$ cat config.mk
export PLATFORM = sky130hd
export DESIGN_NAME = fetch_stage_flat
export DESIGN_NICKNAME = d
export VERILOG_FILES = /design/src/rtl/fetch_stage_if.sv /design/src/rtl/fetch_stage.sv /design/src/flat_wrapper.sv
export SDC_FILE = /design/constraint.sdc
export NUM_CORES = 1
export LEC_CHECK = 0
export CORE_ASPECT_RATIO = 1.1
export CORE_MARGIN = 3
export CORE_UTILIZATION = 30
export DETAILED_ROUTE_END_ITERATION = 12
export GPL_TIMING_DRIVEN = 1
export PLACE_DENSITY_LB_ADDON = 0.08
export SYNTH_ARGS = -nofsm -noshare
export SYNTH_HDL_FRONTEND = slang
export SYNTH_SLANG_ARGS = --single-unit
$ cat constraint.sdc
create_clock -name clk -period 2.7 [get_ports clk]
set_clock_uncertainty 0.15 [all_clocks]
set_input_delay 0.675 -clock clk [delete_from_list [all_inputs] [get_ports clk]]
set_output_delay 0.675 -clock clk [all_outputs]
set_load 0.05 [all_outputs]
$ cat src/rtl/fetch_stage_if.sv
// Fetch-stage bus bundle: hazard controls, branch redirect, instruction memory
// port and the IF/ID register outputs presented to decode.
//   master : fetch_stage side (drives imem_addr and the IF/ID outputs)
//   slave  : environment side (hazard unit, EX stage, imem, decode)
interface fetch_stage_if #(
  parameter int unsigned ADDR_W = 8
);
  logic              stall;
  logic              flush;
  logic              br_taken;
  logic [ADDR_W-1:0] br_target;
  logic [ADDR_W-1:0] imem_addr;
  logic [15:0]       imem_data;
  logic [15:0]       if_instr;
  logic [3:0]        if_opcode;
  logic [3:0]        if_rd;
  logic [3:0]        if_rs;
  logic [3:0]        if_imm4;
  logic [ADDR_W-1:0] if_pc;
  logic [ADDR_W-1:0] if_pc_plus1;
  logic              if_valid;
  logic [15:0]       fetch_cnt;

  modport master (
    input  stall, flush, br_taken, br_target, imem_data,
    output imem_addr, if_instr, if_opcode, if_rd, if_rs, if_imm4,
           if_pc, if_pc_plus1, if_valid, fetch_cnt
  );

  modport slave (
    output stall, flush, br_taken, br_target, imem_data,
    input  imem_addr, if_instr, if_opcode, if_rd, if_rs, if_imm4,
           if_pc, if_pc_plus1, if_valid, fetch_cnt
  );
endinterface

$ cat src/rtl/fetch_stage.sv
// Instruction fetch stage with IF/ID pipeline register.
// Holds the PC, addresses instruction memory combinationally (same-cycle read)
// and registers the fetched word, its PC, PC+1, a valid flag and a saturating
// count of captured instructions.
// Ports:
//   clk  : rising-edge clock
//   rst  : asynchronous reset, active high
//   bus  : fetch_stage_if.master (stall/flush/br_taken/br_target/imem_data in;
//          imem_addr, if_instr and decoded fields, if_pc, if_pc_plus1,
//          if_valid, fetch_cnt out)
module fetch_stage #(
  parameter int unsigned        ADDR_W   = 8,
  parameter logic [ADDR_W-1:0] RESET_PC = '0
) (
  input  logic           clk,
  input  logic           rst,
  fetch_stage_if.master  bus
);

  localparam int unsigned INSTR_W = 16;
  localparam int unsigned CNT_W   = 16;

  logic [ADDR_W-1:0]  pc_q;
  logic [ADDR_W-1:0]  pc_inc;
  logic [INSTR_W-1:0] instr_q;
  logic [ADDR_W-1:0]  if_pc_q;
  logic [ADDR_W-1:0]  if_pc_plus1_q;
  logic               valid_q;
  logic [CNT_W-1:0]   cnt_q;

  // Natural ADDR_W-bit wrap gives the modulo-2^ADDR_W increment.
  assign pc_inc = pc_q + ADDR_W'(1);

  // PC and IF/ID register; priority rst > br_taken > flush > stall > normal.
  always_ff @(posedge clk or posedge rst) begin
    if (rst) begin
      pc_q          <= RESET_PC;
      instr_q       <= '0;
      if_pc_q       <= '0;
      if_pc_plus1_q <= '0;
      valid_q       <= 1'b0;
      cnt_q         <= '0;
    end else if (bus.br_taken) begin
      // Redirect: bubble the wrong-path word; if_pc / if_pc_plus1 hold.
      pc_q    <= bus.br_target;
      instr_q <= '0;
      valid_q <= 1'b0;
    end else if (bus.flush) begin
      instr_q <= '0;
      valid_q <= 1'b0;
      if (!bus.stall) begin
        pc_q <= pc_inc;
      end
    end else if (!bus.stall) begin
      pc_q          <= pc_inc;
      instr_q       <= bus.imem_data;
      if_pc_q       <= pc_q;
      if_pc_plus1_q <= pc_inc;
      valid_q       <= 1'b1;
      if (cnt_q != {CNT_W{1'b1}}) begin
        cnt_q <= cnt_q + CNT_W'(1);
      end
    end
  end

  assign bus.imem_addr   = pc_q;
  assign bus.if_instr    = instr_q;
  // Decoded fields are plain slices, so a bubble decodes as opcode 0 (NOP).
  assign bus.if_opcode   = instr_q[15:12];
  assign bus.if_rd       = instr_q[11:8];
  assign bus.if_rs       = instr_q[7:4];
  assign bus.if_imm4     = instr_q[3:0];
  assign bus.if_pc       = if_pc_q;
  assign bus.if_pc_plus1 = if_pc_plus1_q;
  assign bus.if_valid    = valid_q;
  assign bus.fetch_cnt   = cnt_q;

endmodule

$ cat src/flat_wrapper.sv
// flat-port wrapper written by rule: the top's interface ports become plain ports
module fetch_stage_flat 
#(
  parameter int unsigned        ADDR_W   = 8,
  parameter logic [ADDR_W-1:0] RESET_PC = '0
)
  (clk, rst, bus_stall, bus_flush, bus_br_taken, bus_br_target, bus_imem_data, bus_imem_addr, bus_if_instr, bus_if_opcode, bus_if_rd, bus_if_rs, bus_if_imm4, bus_if_pc, bus_if_pc_plus1, bus_if_valid, bus_fetch_cnt);
  fetch_stage_if #(.ADDR_W(ADDR_W)) bus_i ();
  input  logic clk;
  input  logic rst;
  input wire logic [$bits(bus_i.stall)-1:0] bus_stall;
  input wire logic [$bits(bus_i.flush)-1:0] bus_flush;
  input wire logic [$bits(bus_i.br_taken)-1:0] bus_br_taken;
  input wire logic [$bits(bus_i.br_target)-1:0] bus_br_target;
  input wire logic [$bits(bus_i.imem_data)-1:0] bus_imem_data;
  output wire logic [$bits(bus_i.imem_addr)-1:0] bus_imem_addr;
  output wire logic [$bits(bus_i.if_instr)-1:0] bus_if_instr;
  output wire logic [$bits(bus_i.if_opcode)-1:0] bus_if_opcode;
  output wire logic [$bits(bus_i.if_rd)-1:0] bus_if_rd;
  output wire logic [$bits(bus_i.if_rs)-1:0] bus_if_rs;
  output wire logic [$bits(bus_i.if_imm4)-1:0] bus_if_imm4;
  output wire logic [$bits(bus_i.if_pc)-1:0] bus_if_pc;
  output wire logic [$bits(bus_i.if_pc_plus1)-1:0] bus_if_pc_plus1;
  output wire logic [$bits(bus_i.if_valid)-1:0] bus_if_valid;
  output wire logic [$bits(bus_i.fetch_cnt)-1:0] bus_fetch_cnt;
  assign bus_i.stall = bus_stall;
  assign bus_i.flush = bus_flush;
  assign bus_i.br_taken = bus_br_taken;
  assign bus_i.br_target = bus_br_target;
  assign bus_i.imem_data = bus_imem_data;
  assign bus_imem_addr = bus_i.imem_addr;
  assign bus_if_instr = bus_i.if_instr;
  assign bus_if_opcode = bus_i.if_opcode;
  assign bus_if_rd = bus_i.if_rd;
  assign bus_if_rs = bus_i.if_rs;
  assign bus_if_imm4 = bus_i.if_imm4;
  assign bus_if_pc = bus_i.if_pc;
  assign bus_if_pc_plus1 = bus_i.if_pc_plus1;
  assign bus_if_valid = bus_i.if_valid;
  assign bus_fetch_cnt = bus_i.fetch_cnt;
  fetch_stage #(.ADDR_W(ADDR_W), .RESET_PC(RESET_PC)) u_core (.clk(clk), .rst(rst), .bus(bus_i));
endmodule
---- Yosys cells after proc, flatten, opt, wreduce, memory -nomap -nowiden ----
Index checks and enable logic that the tools add are counted.
cells by class
  add/sub/neg operators ................... 2
  equality and inequality tests ........... 3
  mux-type cells .......................... 8
  bitwise operators ....................... 3
  reductions and logical operators ........ 2
operators by type and width
  operator                                                number
  two-way mux 16 bit                                      3
  adder 16 x 1 -> 16 bit (second input constant)          1
  two-way mux 8 bit                                       2
  inequality test 16 bit (second input constant)          1
  adder 8 x 1 -> 8 bit (second input constant)            1
  AND reduction 4 bit                                     1
  two-way mux 1 bit                                       3
  inequality test 3 x 1 -> 1 bit (second input constant)  1
  inverter 1 bit                                          3
  AND reduction 3 bit                                     1
  inequality test 2 x 1 -> 1 bit (second input constant)  1
storage, ports and cells
  bits in registers ....................... 57
  input bits .............................. 29
  output and inout bits ................... 73

---- Longest topological paths before layout ----
  depth after elaboration ................. 3
  depth in mapped cells ................... 6
  depth with buffers taken out ............ 5

---- Worst setup path before layout ----
No wires, ideal clock.
  kind .................................... reg2reg
  start ................................... register u_core.cnt_q[0], in the netlist u_core.bus.fetch_cnt[0]
  end ..................................... register u_core.cnt_q[10], in the netlist u_core.bus.fetch_cnt[10]
  library setup time ...................... 82 ps
  data arrival time ....................... 2204 ps
  required time ........................... 2468 ps
  path slack .............................. 264 ps
  cell stages (with the launch flop) ...... 6
  path through ............................ dfrtp_1 > ha_1 > or4b_4 > or3_4 > a311oi_2 > xor2_1
between the ends
  cells in the longest elaborated chain, start to end .. 2
  elaborated cells on any way between the ends .. 3
ends and longest elaborated chain
  element                                                         line               text
  start, declared                                                 fetch_stage.sv:29  logic [CNT_W-1:0] cnt_q;
  start signal, assigned                                          fetch_stage.sv:61  cnt_q <= cnt_q + CNT_W'(1);
  branches (longest 2 deep; another with adder 16 x 1 -> 16 bit)  --
Several ways; the timed one is not identified.
A chain may end at the register's enable or synchronous reset.

---- Worst setup path after layout ----
  start ................................... register u_core.cnt_q[14], in the netlist u_core.bus.fetch_cnt[14]
  end ..................................... output port bus_fetch_cnt[14]
RTL lines
  element        line                text
  end, declared  flat_wrapper.sv:25  output wire logic [$bits(bus_i.fetch_cnt)-1:0] bus_fetch_cnt;
No word-level cell between the ends.

==> qor.txt <==
via count of the first global-routing pass -> 2116
Worst EP arrival -> 1.74 ns
clock latency on the worst-skew pair -> 0.33 ns
fillcell total -> 827
die area -> 0.00983 mm²
Slew headroom -> 63.6%
FF-to-FF path depth -> 5
initial antenna violation count -> 0
Die Wd -> 94.8 µm
critical-path cell list -> clkdlybuf4s50_1
ratio of final minimum period to clock period -> 95.1%
number of synthesized flops with an enable pin -> 0
Worst-path clk slew -> 0.08 ns
Diodes inserted -> 0
CP Launch Type -> register
final number of hold-violating endpoints -> 0
Slowest-stage cell, CP -> clkdlybuf4s50_1
worst min-delay path category -> reg2reg
final RePlAce weighted congestion -> 0.778
hold_ws -> 0.328 ns
I/O pin count -> 102
post-route cell area -> 0.00392 mm²
Final setup viols -> 0
first-pass GRT wire length -> 11200 µm
CP bufs+invs -> 1
mean post-synth cell area -> 10.6 µm²
Worst setup EP type -> primary output
drt pass-1 iters -> 4
Gate Count Post-Synth -> 245
sequential share of the synthesized area -> 54.8%
multi-input combinational cell area -> 0.00101 mm²
# rows -> 35
syn nets -> 276
Worst IR Drop VDD -> 0.306 mV
Critical Path Start -> u_core.bus.fetch_cnt[14]
ys flop type -> dfrtp_1
Seq. cell area -> 0.00143 mm²
CTS buffer count -> 9
Worst Setup EP -> bus_fetch_cnt[14]
DRC -> 0
Nets -> 373
cell area after placement -> 0.00369 mm²
post-CTS setup buffer count -> 0
Initial Util -> 31.0%
H-tree depth -> 3
Sink Count -> 57
status -> finished clean
critical path depth -> 1
share of layout cells above drive strength 1 -> 10.4%
cts repair resizes -> 0
fin cells -> 458
Via Count -> 2117
Die H -> 104 µm
vias per cell -> 4.62
Root Driver -> clkbuf_8
PwrDens -> 734 mW/mm²
Yosys warning count -> 0
PortBufs -> 101
total grt overflow -> 0
cell taking the most area after synthesis -> dfrtp_1
cell count after placement -> 442
pin count of the biggest net entering global routing -> 58
fraction of registers with async set/reset -> 100%
CTS tree -> yes
synthesized area -> 0.00260 mm²
crit path kind -> reg2out
dpl hpwl -> 4670 µm
CP peak stage delay -> 0.87 ns
Max clock buf depth -> 2
Core ar. -> 0.00841 mm²
P_leak -> 1.68 nW
final slew viol count -> 0
1st-iter DRT viols -> 69
Tot Pwr -> 2.88 mW
Synth area leaders -> dfrtp_1 (55%), nand2_1 (7.2%), a22o_1 (5.4%), buf_4 (4.6%), xnor2_1 (4.4%)
WP data required -> 1.88 ns
wire length per cell -> 14.5 µm
CP delay by family, top -> buffers and inverters
top cell type's share of synthesized area -> 54.8%
Max-Cap Viols -> 0
RSZ-0062 raised after global routing -> false
antenna viol nets, final -> 0
post-layout util -> 46.6%
total wire length -> 6650 µm
worst r2r src -> u_core.bus.fetch_cnt[0]
Layout area overhead -> 50.5%
Yosys reg bits -> 57
fmax -> 389 MHz
Hold Path Origin -> u_core.bus.if_valid
Post-CTS Hold Buffers -> 0
Worst Tran Pin Value -> 0.544 ns
Netlist cell types -> 36
RR Endpoint -> u_core.bus.fetch_cnt[10]
setup slack, reg-to-reg -> 0.41 ns
critical-path maximum fanout -> 8
GR Util All Layers -> 14.5%
min Tclk post-route -> 2.57 ns
[worst register-to-register path: stages (launching register included)]
cell and delay [ns]:
dfrtp_1 0.45, ha_1 0.28, or4b_4 0.50, or3_4 0.38
a311oi_2 0.29, xor2_1 0.16
[logic make-up after synthesis]
family          count (synthesis)  share of synthesized area (%)
xor+xnor                       24                           8.08
buf+inv                        28                           6.54
simple gates                   91                           17.0
compound gates                 41                           11.8
flops                          57                           54.8
mux                             2                          0.817
fa+ha+maj                       2                          0.961
[flip-flops by register name, indices dropped and copies added (netlist names)]
name,cells
u_core.bus.fetch_cnt,16
u_core.bus.if_instr,16
u_core.bus.if_pc,8
u_core.bus.if_pc_plus1,8
u_core.bus.if_valid,1
u_core.bus.imem_addr,8
[area by class of cell]
| type | count | area share, % |
|---|---|---|
| Clock inverter | 7 | 2.62 |
| Sequential cell | 57 | 36.4 |
| Inverter | 2 | 0.192 |
| Timing Repair Buffer | 112 | 28.2 |
| Tap cell | 111 | 3.55 |
| Clock buffer | 9 | 3.16 |
| Multi-Input combinational cell | 160 | 25.8 |
[power breakdown]
group          internal, mW  switching, mW
Combinational         0.318          0.588
Clock                 0.529          0.370
Sequential            0.959          0.110
[stage by stage]
step | TNS, ns | setup slack, ns
final | 0 | 0.131
after global routing | 0 | 0.0710
after CTS | 0 | 0.107
after detailed placement | -0.0625 | -0.0235
after global placement | -0.00277 | -0.00277
after floorplan | 0 | 0.264
[cell usage in the layout (no fill, tap or decap), types with 3 or more instances in the layout]
master,n
clkbuf_8,9
dfrtp_1,57
nor4_1,3
nor3_1,5
a22o_1,16
xor2_1,11
nand2_1,50
buf_4,10
nand3_1,9
clkdlybuf4s50_1,101
nor2_1,9
nand4_1,3
o21ai_0,14
xnor2_1,13
[metal layers]
metal / track usage (%) / part of all wire, % / up-vias
met4: 5.88 / 1.5 / 0
met3: 2.83 / 6.1 / 10
met1: 20.1 / 48 / 1001
met2: 22.0 / 45 / 74
met5: 0 / 0 / -
li1: - / - / 1032
[worst min-delay path by stage]
stage | slack, ns | depth (start not counted) | endpoint
after CTS | 0.33 | 2 | u_core.bus.if_pc[4]
after floorplan | 0.59 | 2 | u_core.bus.if_pc_plus1[1]
after detailed placement | 0.31 | 2 | u_core.bus.if_pc[4]
after global placement | 0.31 | 2 | u_core.bus.if_valid
final | 0.33 | 2 | u_core.bus.if_valid
after global routing | 0.36 | 2 | u_core.bus.if_pc[1]
[Yosys cell counts (all sizes together) (3+ instances only)]
master,number
clkbuf,6
or3,3
xnor2,13
xor2,11
nor4,5
dfrtp,57
a22o,16
nor2,9
buf,20
o21ai,14
nand3,9
nand4,3
nand2,50
nor3,6
No activity file was read; power rests on OpenSTA's default activity.
